$ cat config.mk
export PLATFORM = sky130hd
export DESIGN_NAME = btn_event_decoder
export DESIGN_NICKNAME = d
export VERILOG_FILES = /design/src/rtl/btn_event_decoder.sv
export SDC_FILE = /design/constraint.sdc
export NUM_CORES = 1
export LEC_CHECK = 0
export CORE_UTILIZATION = 57
export CTS_BUF_LIST = sky130_fd_sc_hd__clkbuf_2
export CTS_CLUSTER_SIZE = 20
export DETAILED_ROUTE_END_ITERATION = 10
export PLACE_DENSITY = 0.87
export SETUP_SLACK_MARGIN = 0.4
export SLEW_MARGIN = 10
export SYNTH_ARGS = -nofsm -noshare
export SYNTH_HDL_FRONTEND = slang
export SYNTH_SLANG_ARGS = --single-unit
$ cat constraint.sdc
create_clock -name i_clk -period 2.1 [get_ports i_clk]
set_input_delay 0.63 -clock i_clk [delete_from_list [all_inputs] [get_ports i_clk]]
set_output_delay 0.63 -clock i_clk [all_outputs]
set_load 0.1 [all_outputs]
$ cat src/rtl/btn_event_decoder.sv
// Turns one debounced button level into short-press, long-press and auto-repeat
// single-cycle events. All outputs are registered; state is exposed as a struct-free enum.
module btn_event_decoder #(
  parameter int LONG_CYCLES   = 100_000_000,
  parameter int REPEAT_CYCLES = 25_000_000,
  parameter bit REPEAT_EN     = 1'b1,
  parameter int CNT_W         = 27
) (
  input  logic i_clk,
  input  logic i_rst,
  input  logic i_btn,
  output logic o_held,
  output logic o_press,
  output logic o_long,
  output logic o_repeat
);

  typedef enum logic [1:0] {
    S_WAIT_REL = 2'd0,
    S_IDLE     = 2'd1,
    S_SHORT    = 2'd2,
    S_LONG     = 2'd3
  } state_t;

  localparam logic [CNT_W-1:0] LONG_MAX   = CNT_W'(LONG_CYCLES);
  localparam logic [CNT_W-1:0] REPEAT_MAX = CNT_W'(REPEAT_CYCLES);
  localparam logic [CNT_W-1:0] CNT_ONE    = CNT_W'(1);

  state_t           r_state;
  logic [CNT_W-1:0] r_cnt;
  logic             r_held;
  logic             r_press;
  logic             r_long;
  logic             r_repeat;

  always_ff @(posedge i_clk) begin
    if (i_rst) begin
      r_state  <= S_WAIT_REL;
      r_cnt    <= '0;
      r_held   <= 1'b0;
      r_press  <= 1'b0;
      r_long   <= 1'b0;
      r_repeat <= 1'b0;
    end else begin
      // Event outputs are pulses: cleared every cycle unless set below.
      r_press  <= 1'b0;
      r_long   <= 1'b0;
      r_repeat <= 1'b0;
      case (r_state)
        S_WAIT_REL: begin
          // A button held through reset must be released before it counts.
          if (!i_btn) r_state <= S_IDLE;
        end
        S_IDLE: begin
          if (i_btn) begin
            r_state <= S_SHORT;
            r_cnt   <= CNT_ONE;
            r_held  <= 1'b1;
          end
        end
        S_SHORT: begin
          if (!i_btn) begin
            r_state <= S_IDLE;
            r_press <= 1'b1;
            r_held  <= 1'b0;
          end else if (r_cnt == LONG_MAX) begin
            r_state <= S_LONG;
            r_long  <= 1'b1;
            r_cnt   <= CNT_ONE;
          end else begin
            r_cnt <= r_cnt + CNT_ONE;
          end
        end
        S_LONG: begin
          if (!i_btn) begin
            r_state <= S_IDLE;
            r_held  <= 1'b0;
          end else if (r_cnt == REPEAT_MAX) begin
            r_repeat <= REPEAT_EN;
            r_cnt    <= CNT_ONE;
          end else begin
            r_cnt <= r_cnt + CNT_ONE;
          end
        end
        default: r_state <= S_WAIT_REL;
      endcase
    end
  end

  assign o_held   = r_held;
  assign o_press  = r_press;
  assign o_long   = r_long;
  assign o_repeat = r_repeat;

endmodule

==> summary.md, run 1 <==
| Metric | Value |
|---|---|
| Global-route wire length before repair | 8100 um |
| GR Util met1 | 39.2% |
| Internal | 0.00118 W |
| Clock network power share | 16.0% |
| Port Buffers | 6 |
| Pre-Repair DR Iteration Count | 5 |
| Gpl congestion | 0.841 |
| Leak | 1.03 nW |
| Hold_buf cts | 0 |
| Reg2reg path depth | 7 |
| Period Utilization, post-route | 104% |
| Overall routing resource usage | 31.9% |
| Remaining antenna violation count | 0 |
| Max Slew Vio Count | 0 |
| Final Skew | 0.0430 ns |
| Commonest cells post-synth | dfxtp_1 (33), nor2_1 (20), nand2_1 (14) |
| RR Endpoint | r_cnt[16] |
| Slew headroom | 70.0% |
| CP required | 2.40 ns |
| Synth Register Bits | 33 |
| Vias in the first global route | 1703 |
| Reg clk slew, reported paths | 0.18 ns |
| WL/cell | 20.5 um |
| Worst-path fanout max | 4 |
| Row count | 20 |
| Failing checks | setup timing |
| Final setup violation count | 3 |
| Non-Filler Instances | 308 |
| Sequential fraction of design power | 38.0% |
| Status | complete, but fails checks |
| Ys async rst share | 0% |
| Post-synth cell types | 47 |
| Met2 usage | 50.3% |
| Setup ws final | -0.0842 ns |
| 1st-iter DRT viols | 227 |
| Cell area after synthesis | 1860 um^2 |
| Most used DFF post-synth | dfxtp_1 |
| Die Span Y | 59.1 um |
| Crit path DAT | 2.49 ns |
| Starting Density | 60.4% |
| DIE WIDTH | 59.1 um |
| Sw frac | 40.5% |
| Final Cell Area | 2650 um^2 |
| Hold Startpoint | o_held |
| Largest area contributor in the netlist | dfxtp_1 |
| Layout cells sized above 1 | 44.5% |
| Ys Warns | 0 |
| Worst vdd ir | 0.462 mV |
| Clock sinks | 33 |
| Psw | 0.000800 W |
| Min cycle time layout | 2.18 ns |
| I/O pin count | 7 |
| WHS Endpoint | o_held |
| Ranking of synthesized cells by area | dfxtp_1 (36%), xnor2_1 (5.2%), ha_1 (4.0%) |
| Max-cap violations | 0 |
| Post-route DRC | 0 |
| Area grow syn2layout | 42.2% |
| GRT overflow | 0 |
| Cts bufs inserted | 5 |
| RSZ-0062 raised after global routing | true |
| Deepest clock path buffer count | 2 |
| CP Capture Type | flip-flop |
| WL final | 6320 um |
| Grt peak-use layer | met2 |
| CTS tree | built |
| Die Area | 3500 um^2 |
| Net count after synthesis | 222 |
| Worst-Skew Late Latency | 0.42 ns |
| Sequential-to-total area share from yosys stat | 35.5% |
| Via count | 1959 |
| Placed Area | 2260 um^2 |
| Largest net degree at the start of global routing | 11 |
| Mean post-synth cell area | 8.73 um^2 |
| Synth top area share | 35.5% |
| Hold Fails Final Rpt | 0 |
| Via density | 6.36 |
| Nets@finish | 271 |
| Worst-Margin Slew | 0.443 ns |
| Post-synth EDFFs | 0 |
| Final HPWL DP | 3070 um |
| Placed insts | 282 |
| Worst setup path category | flip-flop to flip-flop |
| Core area | 3080 um^2 |
| Htree depth | 2 |
| Worst R2R Start | r_cnt[0] |
| Min-Delay Path Class | flip-flop to flip-flop |
| Reg2Reg Setup Slack | -0.08 ns |
| Initial antenna violation count | 0 |
| Clk root buf | clkbuf_2 |
| Hold Path Cell Cnt | 2 |
| Worst setup SP type | flip-flop |
| M3 GR Usage | 8.30% |
| Total Power | 0.00198 W |
| Fill count | 156 |
| Power Density | 747 nW/um^2 |
| Combinational fraction of design power | 45.9% |
| Count leader, synth | dfxtp_1 |
| FMAX | 458 MHz |
| Cells after synthesis | 213 |
how the worst max path moves through the flow:
stage,from,to,slack [ns],cells past startpoint
2_1_floorplan,r_cnt[0],r_cnt[17],0.14,8
3_3_place_gp,i_btn,r_cnt[23],-0.37,7
3_5_place_dp,i_btn,r_cnt[22],-0.42,7
4_1_cts,r_cnt[1],r_cnt[6],0.11,9
5_1_grt,r_cnt[0],r_cnt[16],-0.15,7
6_report,r_cnt[0],r_cnt[16],-0.08,7
metrics by stage:
step	TNS, ns	worst slack [ns]	hold WS (ns)	utilization, %
after floorplan	0	0.140	0.462	-
after global routing	-0.205	-0.146	0.586	85.9
after detailed placement	-6.48	-0.415	0.490	73.3
final	-0.0893	-0.0842	0.565	86.0
after CTS	0	0.112	0.537	79.2
after global placement	-5.64	-0.375	0.475	73.3
layer usage:
layer / vias to the layer above / part of all wire, %
met5: - / 0
met2: 136 / 47
met1: 931 / 41
met4: 0 / 4.3
li1: 862 / -
met3: 30 / 7.6
power groups by stage:
stage	clock network (W)	registers (W)	logic, W
3_3_place_gp	0	0.000755	0.000633
3_5_place_dp	0	0.000762	0.000658
2_1_floorplan	0	0.000807	0.000464
6_report	0.000317	0.000752	0.000908
4_1_cts	0.000314	0.000747	0.000726
5_1_grt	0.000344	0.000754	0.000947
worst max-delay path, stage by stage, from the launching register on:
cell      delay, ns
dfxtp_2        0.39
buf_4          0.13
ha_1           0.21
and2_1         0.33
nand4_1        0.21
nor4b_1        0.44
o211ai_1       0.18
o211ai_1       0.18
cells by family after synthesis:
logic type	Yosys count	share of synthesized area, %
muxes	2	1.14
and+or+nand+nor	103	32.3
AOI/OAI and AO/OA	34	13.9
buffers and inverters	17	4.71
xor gates and xnor gates	18	8.47
DFF	33	35.5
adders and majority gates	6	4.03
area by class of cell:
class | count | area (um^2) | area share, %
multi-input combinational | 163 | 1390 | 52.7
timing repair buffer | 51 | 448 | 16.9
sequential | 33 | 674 | 25.5
clock inverter | 2 | 10.0 | 0.378
clock buffer | 6 | 30.0 | 1.13
tap | 44 | 55.1 | 2.08
inverter | 8 | 32.5 | 1.23
antenna | 1 | 2.50 | 0.0946
cell usage in the layout (no fill, tap or decap), types with 3 or more instances in the layout:
master	netlist	final
a21oi_1	7	4
nor2_2	10	10
nor3b_1	4	3
dfxtp_1	33	26
dfxtp_2	0	5
ha_4	0	4
a21oi_2	0	3
xnor2_1	11	9
o22ai_2	0	3
and4_1	7	6
buf_6	1	13
xor2_1	7	7
nor4_4	0	5
o21ai_0	10	9
inv_2	0	3
clkbuf_2	0	6
nand3_1	8	6
nor2_1	20	18
o211ai_1	3	3
nand4_1	7	7
or3_1	4	3
and2_1	4	3
buf_4	1	35
inv_1	8	4
nand2_1	14	13
state kept, by name, summed over array words and instances (netlist names):
register,count
o_press,1
r_cnt,27
o_held,1
r_state,2
o_long,1
o_repeat,1
what timing repair did:
item | 4_1_cts | 5_1_grt
resized for setup | 22 | 31
setup endpoints to repair | 29 | 34
buffers inserted | 9 | 8
pin swaps | 14 | 12
(Power assumes the default switching activity.)
==> run 2: changes to the inputs <==
- CORE_UTILIZATION: 57 -> 60
- PLACE_DENSITY: 0.87 -> 0.76
- clock period: 2.1 -> 2.22 ns (I/O delays scaled with it)
==> summary.md, run 2 (same netlist as run 1, synthesis figures left out) <==
| Metric | Value |
|---|---|
| Status | complete, but fails checks (unchanged) |
| Failing checks | DRC (was setup timing) |
| Crit path DAT | 2.30 ns (was 2.49 ns) |
| WL final | 5670 um (was 6320 um) |
| Largest register FFs | 27 (unchanged) |
| Htree depth | 2 (unchanged) |
| Row count | 19 (was 20) |
| Finished Core Util | 89.1% (was 86.0%) |
| Deepest clock path buffer count | 2 (unchanged) |
| Largest net degree at the start of global routing | 13 (was 11) |
| Global-route wire length before repair | 7230 um (was 8100 um) |
| Port Buffers | 6 (unchanged) |
| DIE WIDTH | 57.7 um (was 59.1 um) |
| Min-Delay Path Class | flip-flop to flip-flop (unchanged) |
| Gpl congestion | 0.844 (was 0.841) |
| Worst vdd ir | 0.529 mV (was 0.462 mV) |
| Post-route DRC | 2 (was 0) |
| Worst-Skew Late Latency | 0.38 ns (was 0.42 ns) |
| Placed Area | 2110 um^2 (was 2260 um^2) |
| Layout cells sized above 1 | 46.9% (was 44.5%) |
| Core area | 2850 um^2 (was 3080 um^2) |
| Reg2reg path depth | 8 (was 7) |
| CTS tree | built (unchanged) |
| Initial antenna violation count | 0 (unchanged) |
| Final Skew | 0.0183 ns (was 0.0430 ns) |
| RSZ-0062 raised after global routing | true (unchanged) |
| Cts bufs inserted | 5 (unchanged) |
| Reg clk slew, reported paths | 0.19 ns (was 0.18 ns) |
| Period Utilization, post-route | 90.9% (was 104%) |
| Worst setup path category | flip-flop to flip-flop (unchanged) |
| CP max stage cell | dfxtp_2 (was nor4b_1) |
| Nets@finish | 262 (was 271) |
| CP peak stage delay | 0.40 ns (was 0.44 ns) |
| Reg2Reg Setup Slack | 0.20 ns (was -0.08 ns) |
| Critical Path End | r_cnt[18] (was r_cnt[16]) |
| GRT overflow | 0 (unchanged) |
| 1st-iter DRT viols | 114 (was 227) |
| Power Density | 726 nW/um^2 (was 747 nW/um^2) |
| Worst setup SP type | flip-flop (unchanged) |
| Critical Path, Cell by Cell | buf_4, and4_4, nand3_2, o31a_4, o31ai_4, buf_6, clkbuf_16, nor2_4 (was buf_4, ha_1, and2_1, nand4_1, nor4b_1, o211ai_1, o211ai_1) |
| CP Capture Type | flip-flop (unchanged) |
| Most frequent cells in the layout | buf_4 (34), dfxtp_1 (19), nor2_1 (14) (was buf_4 (35), dfxtp_1 (26), nor2_1 (18)) |
| Starting Density | 65.2% (was 60.4%) |
| Commonest non-fill, non-tap cell in the layout | buf_4 (unchanged) |
| Pre-Repair DR Iteration Count | 9 (was 5) |
| Remaining antenna violation count | 0 (unchanged) |
| Leak | 0.909 nW (was 1.03 nW) |
| Via count | 1892 (was 1959) |
| Worst R2R Start | r_cnt[23] (was r_cnt[0]) |
| Worst-Margin Slew | 0.388 ns (was 0.443 ns) |
| Slew headroom | 73.9% (was 70.0%) |
| Via density | 6.64 (was 6.36) |
| Final HPWL DP | 3090 um (was 3070 um) |
| Overall routing resource usage | 28.5% (was 31.9%) |
| Die Span Y | 57.7 um (was 59.1 um) |
| Reg with most FFs | r_cnt (unchanged) |
| Hold Fails Final Rpt | 0 (unchanged) |
| I/O pin count | 7 (unchanged) |
| Max-cap violations | 0 (unchanged) |
| Non-Filler Instances | 285 (was 308) |
| Largest regs | r_cnt x27, r_state x2 (unchanged) |
| Total Power | 0.00185 W (was 0.00198 W) |
| Clock sinks | 33 (unchanged) |
| Clk root buf | clkbuf_2 (unchanged) |
| Area grow syn2layout | 36.7% (was 42.2%) |
| Die Area | 3330 um^2 (was 3500 um^2) |
| Final setup violation count | 0 (was 3) |
| FMAX | 496 MHz (was 458 MHz) |
| Critical Path Start | r_cnt[23] (was r_cnt[0]) |
| Final Cell Area | 2540 um^2 (was 2650 um^2) |
| Worst-path fanout max | 6 (was 4) |
| Max Slew Vio Count | 0 (unchanged) |
| Vias in the first global route | 1662 (was 1703) |
| WL/cell | 19.9 um (was 20.5 um) |
| Placed insts | 260 (was 282) |
| Min cycle time layout | 2.02 ns (was 2.18 ns) |
| CP required | 2.50 ns (was 2.40 ns) |
| RR Endpoint | r_cnt[18] (was r_cnt[16]) |
| Ant diodes | 0 (was 1) |
[run 2: critical path, delay by kind of cell (launching register included)]
family                 cells  cell delay [ns]
buffers and inverters      3             0.47
AO/OA/AOI/OAI              2             0.66
AND/OR/NAND/NOR            3             0.38
flip-flops                 1             0.40
[run 2: stage by stage]
stage	TNS [ns]	setup WS [ns]	hold slack, ns
after detailed placement	-3.70	-0.339	0.485
after CTS	0	0.175	0.529
after global routing	0	0.174	0.577
final	0	0.202	0.568
after floorplan	0	0.260	0.462
after global placement	-3.16	-0.311	0.473
[run 2: layout make-up]
class                           instances  area (um^2)
Fill cell                             135          310
Sequential cell                        33          686
Tap cell                               31         38.8
Clock inverter                          3         17.5
Multi-Input combinational cell        163         1380
Timing Repair Buffer                   42          368
Inverter                                8         32.5
Clock buffer                            5         25.0
[run 2: report_power, final]
part	total (W)	internal [W]	switching [W]
logic	0.000857	0.000384	0.000472
clock network	0.000286	0.0000734	0.000212
registers	0.000704	0.000640	0.0000642
total	0.00185	0.00110	0.000749
[run 2: per-layer routing]
layer	up-vias	global-route usage, %	part of all wire (%)
li1	850	-	-
met1	905	35.1	39
met2	104	46.8	49
met3	33	7.81	6.8
met4	0	12.6	4.7
met5	-	0	0
[run 2: worst min path at each step]
stage	from	to	slack, ns	cells after the start
after floorplan	r_cnt[1]	r_cnt[1]	0.46	2
after global placement	r_cnt[1]	r_cnt[1]	0.47	2
after detailed placement	r_cnt[1]	r_cnt[1]	0.49	2
after CTS	r_cnt[26]	r_cnt[26]	0.53	2
after global routing	r_cnt[22]	r_cnt[22]	0.58	2
final	r_cnt[13]	r_cnt[13]	0.57	2
[run 2: repair_timing]
action	4_1_cts	5_1_grt
setup endpoints to repair	27	28
gates resized for setup	18	46
pin swaps	5	12
hold buffers	0	0
buffers inserted	7	9
cloned	0	1
==> RTL change 1, RTL diff (config.mk and constraints of run 2) <==
Re-encode `state_t` (4 states) as Gray code, 2 bits wide.
--- a/src/rtl/btn_event_decoder.sv
+++ b/src/rtl/btn_event_decoder.sv
@@ -16,10 +16,10 @@
 );
 
   typedef enum logic [1:0] {
-    S_WAIT_REL = 2'd0,
-    S_IDLE     = 2'd1,
-    S_SHORT    = 2'd2,
-    S_LONG     = 2'd3
+    S_WAIT_REL = 2'b00,
+    S_IDLE     = 2'b01,
+    S_SHORT    = 2'b11,
+    S_LONG     = 2'b10
   } state_t;
 
   localparam logic [CNT_W-1:0] LONG_MAX   = CNT_W'(LONG_CYCLES);
Behaviour: no difference found for any inputs over 10 cycles, from zero or initial values and one cycle with i_rst high; not proved beyond that.
==> RTL change 1 against run 2 <==
Sequential cell count stayed put. Via count shrank 21%. Die area shrank 11%. Wire length down 31%. Final area decreased by 24%. Core utilization is 12 points lower. Worst setup slack improved by 0.0083 ns. Synthesized area fell by 12%. Largest cell class unchanged.
Power is not compared: it rests on default switching activity, and its combinational part moved more than twofold at a synthesized area within 25%.
==> RTL change 1: results (changes against run 2) <==
Run status
  • Outcome: complete, no violations (was finished with violations)

Synth
  • Post-Syn Area per Cell: 8.595 µm² (was 8.735 µm²)
  • Share of the yosys chip area belonging to registers: 0.4024 (was 0.3551)
  • Synthesized net count: 196 (was 222)
  • Largest cells by area after synthesis: dfxtp_1, xor2_1, nor2_1 (was dfxtp_1, xnor2_1, ha_1)

Global routing
  • Overall Global Routing Usage: 0.2793 (was 0.2850)
  • Largest net degree at the start of global routing: 20 (was 13)
  • First-pass GRT wire length: 5809 µm (was 7231 µm)
  • Vias in the first global route: 1310 (was 1662)

Route
  • Met3 WL: 203 µm (was 387 µm)
  • Met2 wire len: 1839 µm (was 2792 µm)
  • Met1 WL: 1770 µm (was 2221 µm)
  • Drt pass-1 iters: 4 (was 9)
  • Iteration-0 DRC Markers: 51 (was 114)
  • Via density: 6.073 (was 6.639)

Placement
  • Placer congestion estimate: 0.9973 (was 0.8443)
  • DP Area: 1799 µm² (was 2113 µm²)
  • Placed cells: 233 (was 260)
  • Post-placement setup slack: 0.03364 ns (was -0.3388 ns)
  • Final HPWL DP: 2617 µm (was 3090 µm)

Cells and area
  • Fin util: 0.7684 (was 0.8912)
  • Largest registers: r_cnt: 27 flops, r_state: 2 flops (unchanged)
  • Fin nets: 220 (was 262)
  • Share of cells above drive strength 1: 0.2176 (was 0.4685)
  • Final Non-Filler Cells: 246 (was 285)

STA
  • Slew margin rel.: 0.6316 (was 0.7389)

Critical path
  • Largest stage delay, worst path: 0.56 ns (was 0.40 ns)
  • CP Launch Point: r_cnt[15] (was r_cnt[23])
  • Worst reg2reg path endpoint: r_cnt[26] (was r_cnt[18])
  • Crit-path slowest cell: or4_4 (was dfxtp_2)

Min path
  • Hold wc startpoint: o_held (was r_cnt[13])

CTS
  • Clock transition at the registers of the reported paths: 0.17 ns (was 0.19 ns)
-- RTL change 1: power groups by stage --
stage	clock [mW]	combinational [mW]	sequential, mW
5_1_grt	0.422	0.0765	0.604
6_report	0.398	0.0721	0.603
2_1_floorplan	0	0.0403	0.623
3_3_place_gp	0	0.0654	0.616
4_1_cts	0.401	0.0685	0.603
3_5_place_dp	0	0.0665	0.616
-- RTL change 1: repair_timing --
item / 4_1_cts / 5_1_grt
setup endpoints to repair: 27 / 29
pin swaps: 5 / 2
buffers inserted: 4 / 1
gates resized for setup: 6 / 4
-- RTL change 1: kinds of logic after synthesis --
logic type	synth area share
adder cells (fa/ha/maj)	0.01524
buffers and inverters	0.04192
AND/OR/NAND/NOR	0.3476
XOR/XNOR	0.1067
AO/OA/AOI/OAI	0.08613
flip-flops	0.4024
-- RTL change 1: final cells by class --
cell class,count,share of cell area
sequential,33,0.3467
clock buffer,6,0.01549
timing repair buffer,24,0.1020
multi-input combinational,146,0.4893
clock inverter,2,0.01743
tap,30,0.01937
inverter,5,0.009684
-- RTL change 1: layer usage --
layer	global-route usage	vias up
li1	-	739
met1	0.3503	701
met2	0.4431	45
met3	0.06667	9
met4	0.1410	0
met5	0	-
-- RTL change 1: worst min-delay path by stage --
stage,end,slack (ns),cells past startpoint
2_1_floorplan,r_cnt[10],0.46,1
3_3_place_gp,o_held,0.46,2
3_5_place_dp,o_held,0.47,2
4_1_cts,o_held,0.49,2
5_1_grt,o_held,0.51,2
6_report,o_held,0.49,2
-- RTL change 1: worst register-to-register path, delay by kind of cell, from the launching register on --
family | cells | cell delay [ns]
flip-flops | 1 | 0.39
buffers and inverters | 1 | 0.17
AND/OR/NAND/NOR | 3 | 1.01
AO/OA/AOI/OAI | 2 | 0.34
==> RTL change 2, RTL diff (settings of run 2) <==
Without the edit above. `CNT_W`: 27 -> 54.
--- a/src/rtl/btn_event_decoder.sv
+++ b/src/rtl/btn_event_decoder.sv
@@ -4,7 +4,7 @@
   parameter int LONG_CYCLES   = 100_000_000,
   parameter int REPEAT_CYCLES = 25_000_000,
   parameter bit REPEAT_EN     = 1'b1,
-  parameter int CNT_W         = 27
+  parameter int CNT_W         = 54
 ) (
   input  logic i_clk,
   input  logic i_rst,
Function: no difference found for any inputs over 10 cycles, from zero or initial values and one cycle with i_rst high; that may be too few to reach the edited logic, so the function may still have changed.
==> RTL change 2 against run 2 <==
First-iteration DRC count grew 8.8%. Synthesized cell count grew 85%. Final area grew 58%. Non-clock buffer count grew 16. Synthesized area grew 74%. Via count grew 57%. Wire length grew 35%. Sequential cell count grew 27. Global-route usage shrank 0.68 points. Critical path depth shrank 1. Worst setup slack lost 0.17 ns. Total power grew 43%. Critical endpoint is now r_cnt[19]. Largest cell class unchanged.
==> RTL change 2: results (changes against run 2) <==
Global routing
  • Largest net degree at the start of global routing: 30 (was 13)
  • Overall Global Routing Usage: 0.2781 (was 0.2850)
  • Vias in the first global route: 2678 (was 1662)
  • Initial antenna violation count: 0 (unchanged)
  • First-pass GRT wire length: 11820 µm (was 7231 µm)

Cells and area
  • N_diodes: 0 (unchanged)
  • Largest registers: r_cnt: 54 flops, r_state: 2 flops (was r_cnt: 27 flops, r_state: 2 flops)
  • Fill count: 391 (was 135)
  • Share of cells above drive strength 1: 0.2804 (was 0.4685)
  • Fin nets: 458 (was 262)

STA
  • Worst Tran Pin Value: 0.4711 ns (was 0.3881 ns)
  • Fin Clk Skew: 0.01806 ns (was 0.01830 ns)

Synth
  • Largest cells by area after synthesis: dfxtp_1, xnor2_1, nor2_1 (was dfxtp_1, xnor2_1, ha_1)
  • Synthesized net count: 403 (was 222)
  • Synth cell count leaders: nor2_1, dfxtp_1, nand2_1 (was dfxtp_1, nor2_1, nand2_1)
  • Top FF cell, synth: dfxtp_1 (unchanged)
  • Unique masters post-synth: 53 (was 47)
  • Ys Warns: 0 (unchanged)
  • Ys async rst share: 0 (unchanged)
  • Share of the yosys chip area belonging to registers: 0.3707 (was 0.3551)

CTS
  • Root Buffer: clkbuf_2 (unchanged)
  • CTS buffer count: 9 (was 5)
  • Clock buffer depth: 2 (unchanged)
  • # H-tree levels: 3 (was 2)
  • Clock transition at the registers of the reported paths: 0.15 ns (was 0.19 ns)
  • Worst-Skew Late Latency: 0.51 ns (was 0.38 ns)

Run status
  • Outcome: complete, no violations (was finished with violations)

Power
  • Maximum vdd drop: 0.5380 mV (was 0.5287 mV)
  • P_leak: 1.371 nW (was 0.9090 nW)

Critical path
  • R2R depth: 7 (was 8)
  • Largest stage delay, worst path: 0.59 ns (was 0.40 ns)
  • Critical Path AT: 2.59 ns (was 2.30 ns)
  • Crit-path slowest cell: or4_4 (was dfxtp_2)
  • Delay-heaviest family, CP: simple AND/OR/NAND/NOR gates (was compound AO/OA/AOI/OAI gates)
  • CP max FO: 29 (was 6)

Placement
  • PortBufs: 6 (unchanged)
  • Final HPWL DP: 5236 µm (was 3090 µm)
  • DP Area: 3746 µm² (was 2113 µm²)
  • Placer congestion estimate: 0.8296 (was 0.8443)

Route
  • Routed wire length: 7655 µm (was 5666 µm)
  • Iteration-0 DRC Markers: 124 (was 114)
  • Drt pass-1 iters: 4 (was 9)
  • Via density: 5.673 (was 6.639)

Min path
  • Min-delay worst type: flip-flop to flip-flop (unchanged)
  • Worst hold path cell count: 2 (unchanged)
-- RTL change 2: where the power goes --
| group | switching [mW] | internal (mW) | total [mW] |
|---|---|---|---|
| Clock | 0.385 | 0.140 | 0.525 |
| Combinational | 0.548 | 0.400 | 0.948 |
| Sequential | 0.0463 | 1.11 | 1.16 |
| Total | 0.980 | 1.65 | 2.63 |
-- RTL change 2: worst paths after layout --
kind / from / end / slack, ns
max: r_cnt[34] / r_cnt[19] / 0.04
min: r_cnt[1] / r_cnt[1] / 0.53
max reg2reg: r_cnt[34] / r_cnt[19] / 0.04
min reg2reg: r_cnt[1] / r_cnt[1] / 0.53
-- RTL change 2: stage by stage --
stage            util  setup WS [ns]  cells  TNS, ns  power (mW)
2_1_floorplan       -         0.2390    394        0       1.804
3_3_place_gp   0.7288        -0.2414    501   -3.436       1.971
3_5_place_dp   0.7288        -0.3072    501   -5.200       1.989
4_1_cts        0.7522        0.01762    518        0       2.531
5_1_grt        0.7802       -0.04391    523  -0.6258       2.766
6_report       0.7802        0.03530    523        0       2.633
-- RTL change 2: cells by family after synthesis --
group | count (synthesis) | share of synthesized area
flops | 60 | 0.3707
buf+inv | 34 | 0.05521
fa+ha+maj | 6 | 0.02317
xor+xnor | 41 | 0.1108
simple gates | 226 | 0.3768
mux | 2 | 0.006564
compound gates | 25 | 0.05676
-- RTL change 2: layout make-up --
type,instances,area share
clock buffers,11,0.01373
clock inverters,4,0.004368
inverters,20,0.01872
multi-input cells,300,0.5108
flip-flops and latches,60,0.3036
well taps,70,0.02184
repair buffers,58,0.1270
-- RTL change 2: routing by layer --
metal,vias up,share of wire,track usage
li1,1480,-,-
met2,49,0.51,0.4782
met1,1424,0.44,0.3271
met5,-,0,0
met4,0,0.018,0.1193
met3,14,0.037,0.07407
-- RTL change 2: timing repair --
item,in CTS,in global routing
resized for setup,6,26
setup buffers,2,5
endpoints found under the setup margin,59,62
pin swaps,1,6
-- RTL change 2: worst min-delay path, stage by stage, from the launching register on --
cell and delay [ns]:
dfxtp_4 0.39, nand2_1 0.06, a21oi_1 0.06
